==> src/rtl/adc_sar_pkg.sv <==
// Shared constants and state encoding for the SAR ADC sequencer.
package adc_sar_pkg;

  localparam int unsigned ADC_BITS = 12;
  localparam logic [ADC_BITS-1:0] ADC_MIDSCALE = 12'h800;
  localparam int unsigned CNT_W = 4;

  typedef enum logic [2:0] {
    ST_IDLE    = 3'd0,
    ST_SAMPLE  = 3'd1,
    ST_CONVERT = 3'd2,
    ST_SETTLE  = 3'd3,
    ST_DONE    = 3'd4
  } sar_state_t;

endpackage

==> src/rtl/adc_sar_controller.sv <==
// Successive-approximation sequencer: sample phase, 12-step binary search,
// result word with a one-cycle valid strobe. All outputs come from flops.
// Optional macro ADC_COMP_SETTLE_EN inserts a SETTLE cycle before every
// comparator sample (two cycles per bit).
module adc_sar_controller
  import adc_sar_pkg::*;
#(
  parameter int unsigned SAMPLE_CYCLES = 2
) (
  input  logic                clk,
  input  logic                rst,
  input  logic                start,
  input  logic                comp_in,
  output logic                sample_en,
  output logic [ADC_BITS-1:0] dac_data,
  output logic                busy,
  output logic [ADC_BITS-1:0] result,
  output logic                result_valid
);

`ifdef ADC_COMP_SETTLE_EN
  localparam sar_state_t BIT_ENTRY = ST_SETTLE;
`else
  localparam sar_state_t BIT_ENTRY = ST_CONVERT;
`endif

  sar_state_t          state_q, state_d;
  logic [CNT_W-1:0]    cnt_q, cnt_d;
  logic [ADC_BITS-1:0] trial_q, trial_d;
  logic [ADC_BITS-1:0] mask_q, mask_d;
  logic [ADC_BITS-1:0] result_q, result_d;
  logic [ADC_BITS-1:0] decided;
  logic                sample_en_q, sample_en_d;
  logic                busy_q, busy_d;
  logic                valid_q, valid_d;

  // State, datapath and output registers; synchronous reset clears everything.
  always_ff @(posedge clk) begin
    if (rst) begin
      state_q     <= ST_IDLE;
      cnt_q       <= '0;
      trial_q     <= '0;
      mask_q      <= '0;
      result_q    <= '0;
      sample_en_q <= 1'b0;
      busy_q      <= 1'b0;
      valid_q     <= 1'b0;
    end else begin
      state_q     <= state_d;
      cnt_q       <= cnt_d;
      trial_q     <= trial_d;
      mask_q      <= mask_d;
      result_q    <= result_d;
      sample_en_q <= sample_en_d;
      busy_q      <= busy_d;
      valid_q     <= valid_d;
    end
  end

  // Next-state and next-output logic; outputs are decoded from the next state
  // so that each registered output is valid in the cycle its state occupies.
  always_comb begin
    state_d  = state_q;
    cnt_d    = cnt_q;
    trial_d  = trial_q;
    mask_d   = mask_q;
    result_d = result_q;
    decided  = comp_in ? trial_q : (trial_q & ~mask_q);

    case (state_q)
      ST_IDLE: begin
        trial_d = '0;
        if (start) begin
          state_d = ST_SAMPLE;
          cnt_d   = '0;
        end
      end
      ST_SAMPLE: begin
        trial_d = '0;
        if (cnt_q == CNT_W'(SAMPLE_CYCLES - 1)) begin
          state_d = BIT_ENTRY;
          trial_d = ADC_MIDSCALE;
          mask_d  = ADC_MIDSCALE;
        end else begin
          cnt_d = cnt_q + CNT_W'(1);
        end
      end
`ifdef ADC_COMP_SETTLE_EN
      ST_SETTLE: begin
        state_d = ST_CONVERT;
      end
`endif
      ST_CONVERT: begin
        if (mask_q[0]) begin
          state_d  = ST_DONE;
          trial_d  = decided;
          result_d = decided;
          mask_d   = '0;
        end else begin
          state_d = BIT_ENTRY;
          mask_d  = mask_q >> 1;
          trial_d = decided | (mask_q >> 1);
        end
      end
      ST_DONE: begin
        trial_d = '0;
        if (start) begin
          state_d = ST_SAMPLE;
          cnt_d   = '0;
        end else begin
          state_d = ST_IDLE;
        end
      end
      default: begin
        state_d = ST_IDLE;
        trial_d = '0;
        mask_d  = '0;
      end
    endcase

    sample_en_d = (state_d == ST_SAMPLE);
    busy_d      = (state_d != ST_IDLE);
    valid_d     = (state_d == ST_DONE);
  end

  assign sample_en    = sample_en_q;
  assign dac_data     = trial_q;
  assign busy         = busy_q;
  assign result       = result_q;
  assign result_valid = valid_q;

endmodule

==> config.mk <==
export PLATFORM = sky130hd
export DESIGN_NAME = adc_sar_controller
export DESIGN_NICKNAME = d
export VERILOG_FILES = /design/src/rtl/adc_sar_pkg.sv /design/src/rtl/adc_sar_controller.sv
export SDC_FILE = /design/constraint.sdc
export NUM_CORES = 1
export LEC_CHECK = 0
export CORE_UTILIZATION = 46
export DETAILED_ROUTE_END_ITERATION = 16
export GPL_ROUTABILITY_DRIVEN = 0
export PLACE_DENSITY = 0.74
export SYNTH_ARGS = -nofsm -noshare
export SYNTH_HDL_FRONTEND = slang
export SYNTH_SLANG_ARGS = --single-unit
==> constraint.sdc <==
create_clock -name clk -period 1.65 [get_ports clk]
set_clock_uncertainty 0.15 [all_clocks]
set_input_delay 0.33 -clock clk [delete_from_list [all_inputs] [get_ports clk]]
set_output_delay 0.33 -clock clk [all_outputs]
set_load 0.05 [all_outputs]
==> results of run 1 <==
## worst min-delay path, delay by kind of cell (launching register included)
kind	cells	cell delay, ns
AOI/OAI and AO/OA	1	0.05
DFF	1	0.34
and+or+nand+nor	1	0.06
## flip-flops by register name, summed over array words and instances, names as in the netlist
register      flops
busy              1
cnt_q             4
dac_data         12
mask_q           12
result           12
result_valid      1
sample_en         1
state_q           3
## metrics by stage
stage | area [sq um] | instances | utilization (%)
5_1_grt | 2590 | 282 | 75.3
6_report | 2590 | 282 | 75.3
3_5_place_dp | 2410 | 269 | 70.1
2_1_floorplan | 1710 | 186 | -
3_3_place_gp | 2410 | 269 | 70.1
4_1_cts | 2520 | 277 | 73.2
## where the power goes
part | internal (mW) | total, mW | leakage (nW) | switching, mW
clock | 0.306 | 0.714 | 0.0447 | 0.409
sequential | 1.13 | 1.14 | 0.372 | 0.0192
combinational | 0.0924 | 0.200 | 0.505 | 0.108
## worst paths after layout
| path | startpoint | to | slack [ns] |
|---|---|---|---|
| setup / recovery | cnt_q[1]$_SDFFE_PP0P_ | mask_q[8]$_SDFFE_PP0P_ | 0.02 |
| hold / removal | result[7]$_SDFFE_PP0N_ | result[7]$_SDFFE_PP0N_ | 0.35 |
| setup reg to reg | cnt_q[1]$_SDFFE_PP0P_ | mask_q[8]$_SDFFE_PP0P_ | 0.02 |
| hold reg to reg | result[7]$_SDFFE_PP0N_ | result[7]$_SDFFE_PP0N_ | 0.35 |
## layer usage
metal	part of all wire, %	vias up	routed length (microns)	global-route usage [%]
met5	0	-	0	0
met4	2.7	0	124	16.0
met3	6.2	12	281	6.02
met2	52	73	2350	39.8
met1	39	762	1770	23.9
li1	-	747	-	-
## timing repair
item / CTS / global route
setup endpoints to repair: 13 / 29
buffers inserted: 0 / 4
cloned: 0 / 1
resized for setup: 2 / 9
hold buffers: 0 / 0
pin swaps: 0 / 4
## area by class of cell
type,instances,area [sq um]
Clock buffer,5,68.8
Clock inverter,3,25.0
Fill cell,231,851
Inverter,8,30.0
Multi-Input combinational cell,125,773
Sequential cell,46,923
Tap cell,46,57.6
Timing Repair Buffer,49,713
## cells in the final DEF, fill, tap and decap left out, drive strengths merged, types with 5 or more instances in the layout
cell type	n
nand2b	6
nand3	9
nor2	15
dfxtp	46
o21ai	5
buf	46
a21oi	21
nand2	30
clkbuf	5
a22o	10
inv	9
a22oi	6
## kinds of logic after synthesis
group           after synthesis  share of synthesized area, %
simple gates                 70                          19.9
compound gates               51                          20.2
flops                        46                          53.8
buf+inv                      16                          4.09
fa+ha+maj                     2                          1.46
xor+xnor                      1                         0.511
==> flow_summary.toml, run 1 <==
[cells_and_area]
layout.nets = 241
drive_gt1_share_pct = 29.2
syn_to_final_growth_pct = 51.3
antennaDiodeCount = 0

[sta]
worstMarginPinSlew_ns = 0.350
fin_crit_sh_pct = 98.8
slew_viol_final = 0
hold_slack_ns = 0.348
max_slew_margin_pct = 76.6
period_minus_slack_ns = 1.63
tns_ns = 0
fmax_ghz = 0.614
setup_viol = 0
fin_ws_ns = 0.0204
final_hold_viol_count = 0

[worst_setup_path]
cp_slowest_cell = "dfxtp_2"
crit_arrival_ns = 1.74
crit_family = "simple AND/OR/NAND/NOR gates"
cp_max_fo = 5
required_ns = 1.76
worstSetupStartpointType = "flop"
rr_worst_depth = 6
critPathBufInv = 1
path_cells = "inv_1 -> ha_1 -> nor3b_4 -> o21a_4 -> nor3_4 -> a22o_1"
cp.depth = 6
endpoint_kind = "flop"
path_class = "flop to flop"
critical-path-max-stage-delay_ns = 0.33

[die]
pin_count = 31
initial_core_util_pct = 49.8
die_y_microns = 63.0
die_area_sq_um = 3970
core_area_sq_um = 3440
die_w_microns = 63.0
row_count = 21

[placed_design]
hpwl_microns = 2950
post-place-ws_ns = -0.132
io_buffers = 30

[synthesis]
synth_edf_count = 0
synthArstFlopShare_pct = 0
avgSynthCellArea_sq_um = 9.21
synthesis.area_sq_um = 1710
synth_top_area_share_pct = 53.8
synth_top_flop_cell = "dfxtp_1"
ys_types = 34
ys_top_cells_by_area = "dfxtp_1 54%, nand2_1 6.6%, a21oi_1 5.8%, a22o_1 5.1%, nor2_1 3.1%"
syn_inst = 186
yosys_warnings = 0
seq_area_frac_synth_pct = 53.8
ys_ff_latch = 46
synth_nets = 192
yosysTopAreaCell = "dfxtp_1"
yosys-top-cells-count = "46 x dfxtp_1, 30 x nand2_1, 20 x a21oi_1"
synth_most_common_cell = "dfxtp_1"

[grt]
grt_pass1_wl_microns = 6890
grt_max_degree = 17
grt_pass1_vias = 1524
grt_overflow_total = 0
grt_use_total_pct = 23.0
antenna_found_initial = 0

[power]
finalPower_mw = 2.06
peakVddDrop_mv = 0.817
p_leak_nw = 0.922
powerDensity_nw_per_um2 = 795

[worst_hold_path]
hold_depth = 2
hp-class = "flop to flop"

[cts]
clk_latency_ns = 0.32
numCtsBuffers = 5
clk_pin_slew_ns = 0.08
cts.sinks = 46
clk_path_buf_depth = 2
h-tree-depth = 2
cts_tree = "built"
root_buffer = "clkbuf_8"

[routing]
drt_wl_total_microns = 4520
avgViaCountPerCell = 5.65
detail_route.iter0.violations = 79
drtAntennaViolNets = 0
drc = 0
drt-wirelength-per-cell_microns = 16.0
vias = 1594
dr.pass1.iters = 4

[outcome]
status = "complete, no violations"

[job]
maxCapViolCount = 0
Power figures use the tool's default switching activity.
==> inputs of run 2 (changes only) <==
Settings changed: ABC_AREA set to 0.
==> results of run 2 <==
Same layout as run 1: the final DEF is identical, and so are final timing and power.
